`config.mk`:
```
export PLATFORM = sky130hd
export DESIGN_NAME = emitter_sched
export DESIGN_NICKNAME = d
export VERILOG_FILES = /design/src/rtl/emitter_sched_rr.sv /design/src/rtl/emitter_sched.sv
export SDC_FILE = /design/constraint.sdc
export NUM_CORES = 1
export LEC_CHECK = 0
export CELL_PAD_IN_SITES_DETAIL_PLACEMENT = 1
export CELL_PAD_IN_SITES_GLOBAL_PLACEMENT = 2
export CORE_MARGIN = 5
export CORE_UTILIZATION = 26
export DETAILED_ROUTE_END_ITERATION = 10
export PLACE_DENSITY_LB_ADDON = 0.1
export SYNTH_ARGS = -nofsm -noshare
export SYNTH_HDL_FRONTEND = slang
export SYNTH_SLANG_ARGS = --single-unit
```
`constraint.sdc`:
```
create_clock -name i_clk -period 3.6 [get_ports i_clk]
set_input_delay 1.08 -clock i_clk [delete_from_list [all_inputs] [get_ports i_clk]]
set_output_delay 1.08 -clock i_clk [all_outputs]
set_load 0.03 [all_outputs]
```
`src/rtl/emitter_sched_rr.sv`:
```
`default_nettype none
// ============================================================================
//  Module   : emitter_sched_rr
//  Purpose  : Combinational rotating-priority picker. Returns the first
//             asserted request found when searching from i_ptr+1 upward,
//             modulo N.
//  Ports    : i_req  [N]   request vector
//             i_ptr  [PW]  index of the most recently served requester
//             o_gnt  [N]   one-hot grant, zero when no request is pending
//             o_idx  [PW]  binary index of the granted requester
//             o_any        at least one request is pending
//  Revision : 1.0  initial release
// ============================================================================
module emitter_sched_rr #(
    parameter int N  = 4,
    parameter int PW = $clog2(N)
) (
    input  logic [N-1:0]  i_req,
    input  logic [PW-1:0] i_ptr,
    output logic [N-1:0]  o_gnt,
    output logic [PW-1:0] o_idx,
    output logic          o_any
);

    localparam logic [PW+1:0] c_n = (PW+2)'(N);

    logic [2*N-1:0] w_dbl;
    logic [N-1:0]   w_rot;
    logic [PW:0]    w_start;
    logic [PW:0]    w_off;
    logic           w_hit;
    logic [PW+1:0]  w_sum;

    // Two copies of the request vector side by side: shifting right by
    // ptr+1 leaves a window whose bit j is request (ptr+1+j) mod N, so the
    // lowest set bit of the window is the round-robin winner. ptr = N-1
    // selects the upper copy unchanged, i.e. the search starts at index 0.
    assign w_dbl   = {i_req, i_req};
    assign w_start = {1'b0, i_ptr} + (PW+1)'(1);
    assign w_rot   = N'(w_dbl >> w_start);

    // Descending scan: the last hit written is the lowest window position.
    always_comb begin
        w_off = '0;
        w_hit = 1'b0;
        for (int j = N - 1; j >= 0; j--) begin
            if (w_rot[j]) begin
                w_off = (PW+1)'(j);
                w_hit = 1'b1;
            end
        end
    end

    // Map the window position back to a source index.
    assign w_sum = {1'b0, w_start} + {1'b0, w_off};
    assign o_idx = (w_sum >= c_n) ? PW'(w_sum - c_n) : PW'(w_sum);
    assign o_gnt = w_hit ? (N'(1) << o_idx) : '0;
    assign o_any = w_hit;

endmodule
`default_nettype wire

```
`src/rtl/emitter_sched.sv`:
```
`default_nettype none
// ============================================================================
//  Module   : emitter_sched
//  Purpose  : Packet-atomic round-robin scheduler sharing one emitter's
//             AXI-stream byte input between N producers. A granted source
//             keeps ownership until its tlast beat is accepted; one output
//             register stage sits between the sources and the emitter.
//  Ports    : i_clk, i_rst        clock, asynchronous active-high reset
//             i_tdata/i_tlast/i_tvalid, o_tready   N source streams
//             o_tdata/o_tlast/o_tvalid, i_tready   stream to the emitter
//             o_grant [N]         one-hot current owner, zero when idle
//             o_busy              a packet is locked
//  Revision : 1.0  initial release
// ============================================================================
module emitter_sched #(
    parameter int N = 4,
    parameter int W = 8
) (
    input  logic           i_clk,
    input  logic           i_rst,
    input  logic [N*W-1:0] i_tdata,
    input  logic [N-1:0]   i_tlast,
    input  logic [N-1:0]   i_tvalid,
    output logic [N-1:0]   o_tready,
    output logic [W-1:0]   o_tdata,
    output logic           o_tlast,
    output logic           o_tvalid,
    input  logic           i_tready,
    output logic [N-1:0]   o_grant,
    output logic           o_busy
);

    localparam int PW = $clog2(N);

    localparam logic [0:0] c_idle = 1'b0;
    localparam logic [0:0] c_lock = 1'b1;

    logic [0:0]    r_state;
    logic [PW-1:0] r_ptr;
    logic [PW-1:0] r_gidx;
    logic [N-1:0]  r_grant;
    logic          r_busy;
    logic [W-1:0]  r_tdata;
    logic          r_tlast;
    logic          r_tvalid;

    logic [0:0]    w_state_nx;
    logic [PW-1:0] w_ptr_nx;
    logic [PW-1:0] w_gidx_nx;
    logic [N-1:0]  w_grant_nx;
    logic          w_busy_nx;
    logic [W-1:0]  w_tdata_nx;
    logic          w_tlast_nx;
    logic          w_tvalid_nx;

    logic [N-1:0]  w_rr_gnt;
    logic [PW-1:0] w_rr_idx;
    logic          w_rr_any;

    logic          w_sel_valid;
    logic          w_sel_last;
    logic [W-1:0]  w_sel_data;
    logic          w_out_ready;
    logic          w_accept;

    emitter_sched_rr #(
        .N  (N),
        .PW (PW)
    ) u_rr (
        .i_req (i_tvalid),
        .i_ptr (r_ptr),
        .o_gnt (w_rr_gnt),
        .o_idx (w_rr_idx),
        .o_any (w_rr_any)
    );

    // Stream of the current owner; only meaningful while locked.
    assign w_sel_valid = i_tvalid[r_gidx];
    assign w_sel_last  = i_tlast[r_gidx];
    assign w_sel_data  = i_tdata[r_gidx*W +: W];

    // Ready depends only on the output register and the emitter, never on
    // a source's tvalid. r_grant is zero in IDLE, so every ready is low
    // there and no beat can slip through during arbitration.
    assign w_out_ready = ~r_tvalid | i_tready;
    assign o_tready    = r_grant & {N{w_out_ready}};
    assign w_accept    = (r_state == c_lock) & w_sel_valid & w_out_ready;

    always_comb begin
        w_state_nx  = r_state;
        w_ptr_nx    = r_ptr;
        w_gidx_nx   = r_gidx;
        w_grant_nx  = r_grant;
        w_busy_nx   = r_busy;
        w_tdata_nx  = r_tdata;
        w_tlast_nx  = r_tlast;
        w_tvalid_nx = r_tvalid;

        // The emitter may drain the output register in either state; the
        // final beat of a packet is often still held here during IDLE.
        if (r_tvalid && i_tready) begin
            w_tvalid_nx = 1'b0;
        end

        case (r_state)
            c_idle: begin
                if (w_rr_any) begin
                    w_state_nx = c_lock;
                    w_grant_nx = w_rr_gnt;
                    w_gidx_nx  = w_rr_idx;
                    w_busy_nx  = 1'b1;
                end
            end
            c_lock: begin
                if (w_accept) begin
                    w_tdata_nx  = w_sel_data;
                    w_tlast_nx  = w_sel_last;
                    w_tvalid_nx = 1'b1;
                    if (w_sel_last) begin
                        w_state_nx = c_idle;
                        w_ptr_nx   = r_gidx;
                        w_grant_nx = '0;
                        w_busy_nx  = 1'b0;
                    end
                end
            end
            default: begin
                w_state_nx = c_idle;
            end
        endcase
    end

    always_ff @(posedge i_clk or posedge i_rst) begin
        if (i_rst) begin
            r_state  <= c_idle;
            r_ptr    <= PW'(N - 1);
            r_gidx   <= '0;
            r_grant  <= '0;
            r_busy   <= 1'b0;
            r_tdata  <= '0;
            r_tlast  <= 1'b0;
            r_tvalid <= 1'b0;
        end else begin
            r_state  <= w_state_nx;
            r_ptr    <= w_ptr_nx;
            r_gidx   <= w_gidx_nx;
            r_grant  <= w_grant_nx;
            r_busy   <= w_busy_nx;
            r_tdata  <= w_tdata_nx;
            r_tlast  <= w_tlast_nx;
            r_tvalid <= w_tvalid_nx;
        end
    end

    assign o_tdata  = r_tdata;
    assign o_tlast  = r_tlast;
    assign o_tvalid = r_tvalid;
    assign o_grant  = r_grant;
    assign o_busy   = r_busy;

endmodule
`default_nettype wire

```
* Word-level counts from Yosys, hierarchy flattened
Index checks and enable logic that the tools add are counted.
** Cells by class
- Equality and inequality tests :: 3
- Bitwise gates (word level) :: 6
- Muxes and demuxes :: 28
- Reduce and logical (&&, ||, !) cells :: 5
- Order comparisons :: 2
- Shift-type cells :: 3
- Add/sub/neg operators :: 3
** Operator list (count)
- $shiftx 32x6->8 :: 1
- $mux 1 :: 15
- $mux 4 :: 3
- $mux 2 :: 5
- $pmux 4 s2 :: 1
- $shr 8x3->4 :: 1
- $ne 2x1->1 const B :: 3
- $reduce_and 3->1 :: 2
- $add 3x2->4 :: 1
- $and 4x4->4 :: 1
- $bmux 1 s2 :: 2
- $ge 4x3->1 const B :: 1
- $pmux 1 s2 :: 2
- $reduce_and 2->1 :: 2
- $shl 1x2->4 const A :: 1
- $add 2x1->3 const B :: 1
- $lt 2x3->1 const B :: 1
- $and 1x1->1 :: 2
- $not 1->1 :: 2
- $sub 2x1->2 const B :: 1
- $logic_and 1x1->1 :: 1
- $or 1x1->1 :: 1
** Storage, ports and cells
- Register bits after elaboration :: 20
- Output and inout port bits :: 19
- Bits of input ports :: 43

* Logic depth before layout (Yosys ltp)
- Depth after elaboration :: 12
- Gate-level depth with buffers :: 9
- Depth with buffers taken out :: 8

* Cells and area by module
From an unflattened synthesis, not the netlist that was laid out.
** Unflattened totals
- Cells, all modules :: 123
- Area, all modules :: 1333.8 um^2
** By module, submodules not included
- emitter_sched :: times used 1, cells an instance 78, sequential area each 503.0 um^2, area each 1041.0 um^2
- emitter_sched_rr :: times used 1, cells an instance 45, sequential area each 0.0 um^2, area each 292.8 um^2

* Least setup slack after synthesis
No wires, ideal clock.
- Path type :: input to output
- From :: input i_tready
- To :: output o_tready[0]
- Arrival :: 1.720 ns
- Cell stages on the path :: 3
- Slack :: 0.800 ns
- Path buffers :: 1
- Cell sequence :: nand2b_1 -> clkbuf_1 -> and2_1
** On the way
- Longest elaborated chain between the ends :: 2
** Ends and longest elaborated chain
- start, declared :: RTL line emitter_sched.sv:28 : input logic i_tready,
- $or 1x1->1 :: RTL line emitter_sched.sv:85 : assign w_out_ready = ~r_tvalid | i_tready;
- $and 4x4->4 :: RTL line emitter_sched.sv:86 : assign o_tready = r_grant & {N{w_out_ready}};
- end, declared :: RTL line emitter_sched.sv:24 : output logic [N-1:0] o_tready,
No other way between the ends.

* Final worst setup path
- From :: input i_tready
- To :: output o_tready[3]
The elaborated chain is that of the path after synthesis.

==> run_results.csv <==
group,metric,value,unit
sta,max_freq,0.311,GHz
critical_path,path_cells,"clkdlybuf4s50_1 > nand2b_1 > and2_1 > buf_4",
critical_path,reg2reg_from,"r_ptr[1]",
yosys,synth_top_area_share,0.359,
critical_path,cp.arrival,2130,ps
global_routing,grt_pass1_wl,5720,um
drt,avgRoutedWirePerCell,16.8,um
yosys,yosysTopAreaCell,"dfrtp_1",
drt,drtIter0Drc,20,
critical_path,critPathKind,"input pin to output pin",
sta,min_period,3210,ps
clock_tree,cts_buffers,3,
critical_path,cp.depth,4,
critical_path,endpoint_kind,"output pin",
placement,placed_cell_area,1890,um2
sta,finalSetupViolations,0,
status,status,"finished, final reports clean",
critical_path,slowest_stage,"clkdlybuf4s50_1",
drt,antenna_left,0,
drt,totalWireLength,3570,um
clock_tree,cts_tree,"built",
yosys,synth_edf_count,0,
floorplanning,die_area,6310,um2
yosys,synth_seq_cells,20,
yosys,netlist_area,1250,um2
critical_path,startpoint_type,"input pin",
drt,drc_errors,0,
critical_path,r2r-end,"r_gidx[1]",
flow_run,maxCapViolCount,0,
yosys,yosys_warnings,0,
yosys,syn-num-nets,144,
floorplanning,die_w,79.4,um
global_routing,grt_max_degree,21,
yosys,netlist_instances,99,
critical_path,crit_family,"buffers and inverters",
clock_tree,cts_max_path_buffers,2,
clock_tree,cts_num_sinks,20,
min_path,hold_path.class,"flip-flop to flip-flop",
floorplanning,placement_rows,25,
power,power_frac_comb,0.587,
clock_tree,cts_hold_buf,0,
critical_path,cp-startpoint,"i_tready",
drt,via_per_inst,4.84,
sta,slew_headroom,0.459,
clock_tree,clk_latency,270,ps
sta,hold_viol_final,0,
yosys,yosysMostFrequentCell,"dfrtp_1",
clock_tree,cts_setup_buffers,0,
power,p_leak,0.000796,uW
yosys,yosys-top-cells-count,"dfrtp_1 (18), mux2_2 (11), mux4_2 (9), nand2_1 (9)",
power,pwr-share-clk,0.138,
clock_tree,clkTransAtPathRegs,80,ps
cells_and_area,drive_gt1_frac,0.228,
sta,fin_tns_setup,0,ps
cells_and_area,fin_nets,204,
floorplanning,initial_utilization,0.267,
yosys,synth.avg_cell_area,12.7,um2
power,irDropWorstVdd,0.000298,V
critical_path,max_stage_delay,440,ps
placement,port-buffer-count,61,
power,p_sw,701,uW
drt,vias,1027,
critical_path,endpoint,"o_tready[3]",
drt,dr.pass1.iters,4,
global_routing,grt_pass1_vias,1138,
global_routing,grt_overflow,0,
critical_path,reg2reg_depth,8,
sta,drv_slew,0,
yosys,ys_types,39,
cells_and_area,syn_to_final_growth,56.1,%
floorplanning,core_area,4690,um2
yosys,yosysSeqAreaShare,0.401,
critical_path,regToRegSetupSlack,1540,ps
sta,tightest_slew,811,ps
power,swShare,0.412,
floorplanning,ios,62,
yosys,synth_ff_type,"dfrtp_1",
sta,rsz0062_at_grt,"no",
sta,finalClockSkew,12.4,ps
power,p_per_area,869,nW/um2
global_routing,antenna_found_initial,0,
critical_path,path_buf_inv,2,
clock_tree,cts_resized,0,
critical_path,cp.required,2520,ps
yosys,synthArstFlopShare,1.00,
sta,min_period_over_period,0.892,
placement,gp_congestion,0.686,
global_routing,grt_usage,0.119,
cells_and_area,num_antenna_cells,0,
clock_tree,ctsHtreeMaxLevel,1,
cells_and_area,design_area,1960,um2
clock_tree,cts_root_buf,"clkbuf_8",
yosys,yosys-top-cells-area,"dfrtp_1 (36%), mux4_2 (16%), mux2_2 (9.9%)",
power,internal-power,1000,uW
critical_path,crit_fanout,8,
placement,hpwl,2870,um
floorplanning,die_h,79.4,um
power,power_frac_seq,0.275,
-- worst register-to-register path, stage by stage (launching register included) --
cell       delay, ps
dfstp_2          650
nand2_1           80
a2bb2oi_1        160
o211ai_1         100
o31ai_1          110
ha_1             220
xor2_1           180
xnor2_1          170
mux2_2           300
-- final cells by class --
type | count | area [um2]
inverter | 4 | 15.0
tap | 54 | 67.6
clock buffer | 3 | 41.3
fill | 505 | 2740
clock inverter | 1 | 30.0
multi-input combinational | 68 | 692
timing repair buffer | 62 | 608
sequential | 20 | 503
-- cells in the final DEF (no fill, tap or decap), types with 2 or more instances in the layout --
master and n:
clkdlybuf4s50_1 57, inv_1 4, ha_1 2, dfstp_2 2, mux2_2 11, nand3b_1 2
a21oi_1 2, and2_1 4, nand2_1 9, clkbuf_8 3, mux4_2 9, dfrtp_1 18
nor2_1 3, o21ai_0 2, buf_4 5
-- sequential cells by signal, indices dropped and copies added, names as in the netlist --
name      cells
o_busy        1
r_gidx        2
r_state       1
o_tlast       1
o_tdata       8
o_grant       4
r_ptr         2
o_tvalid      1
-- metrics by stage --
step,hold slack [ps],total power [uW],instances,worst slack (ps),utilization
floorplan,651,1140,99,800,-
global placement,470,1480,208,333,0.402
detailed placement,473,1490,208,221,0.402
CTS,495,1730,212,366,0.417
global route,527,1810,212,315,0.417
finish,487,1700,212,389,0.417
-- how the worst min path moves through the flow --
stage                      end        from  depth (start not counted)
detailed placement     o_tlast     o_tlast                          2
global placement       o_tlast     o_tlast                          2
global route        o_tdata[2]  o_tdata[2]                          1
finish                 o_tlast     o_tlast                          2
floorplan              o_tlast     o_tlast                          2
CTS                    o_tlast     o_tlast                          2
-- power by group through the flow --
stage / clock (uW) / combinational, uW / sequential (uW)
finish: 234 / 998 / 468
floorplan: 0 / 569 / 571
global route: 247 / 1080 / 486
CTS: 240 / 1020 / 471
global placement: 0 / 1010 / 470
detailed placement: 0 / 1020 / 477
-- cells by family after synthesis --
group / Yosys count / share of synthesized area
flops: 20 / 0.401
xor+xnor: 2 / 0.0140
mux: 21 / 0.281
compound gates: 17 / 0.118
buf+inv: 11 / 0.0469
simple gates: 26 / 0.119
fa+ha+maj: 2 / 0.0200
-- metal layers --
metal	track usage	wire length, um	vias to the layer above
li1	-	-	489
met1	0.143	1490	503
met2	0.197	1800	33
met3	0.0418	243	2
met4	0.0361	29	0
met5	0	0	-
No activity file was read; power rests on OpenSTA's default activity.
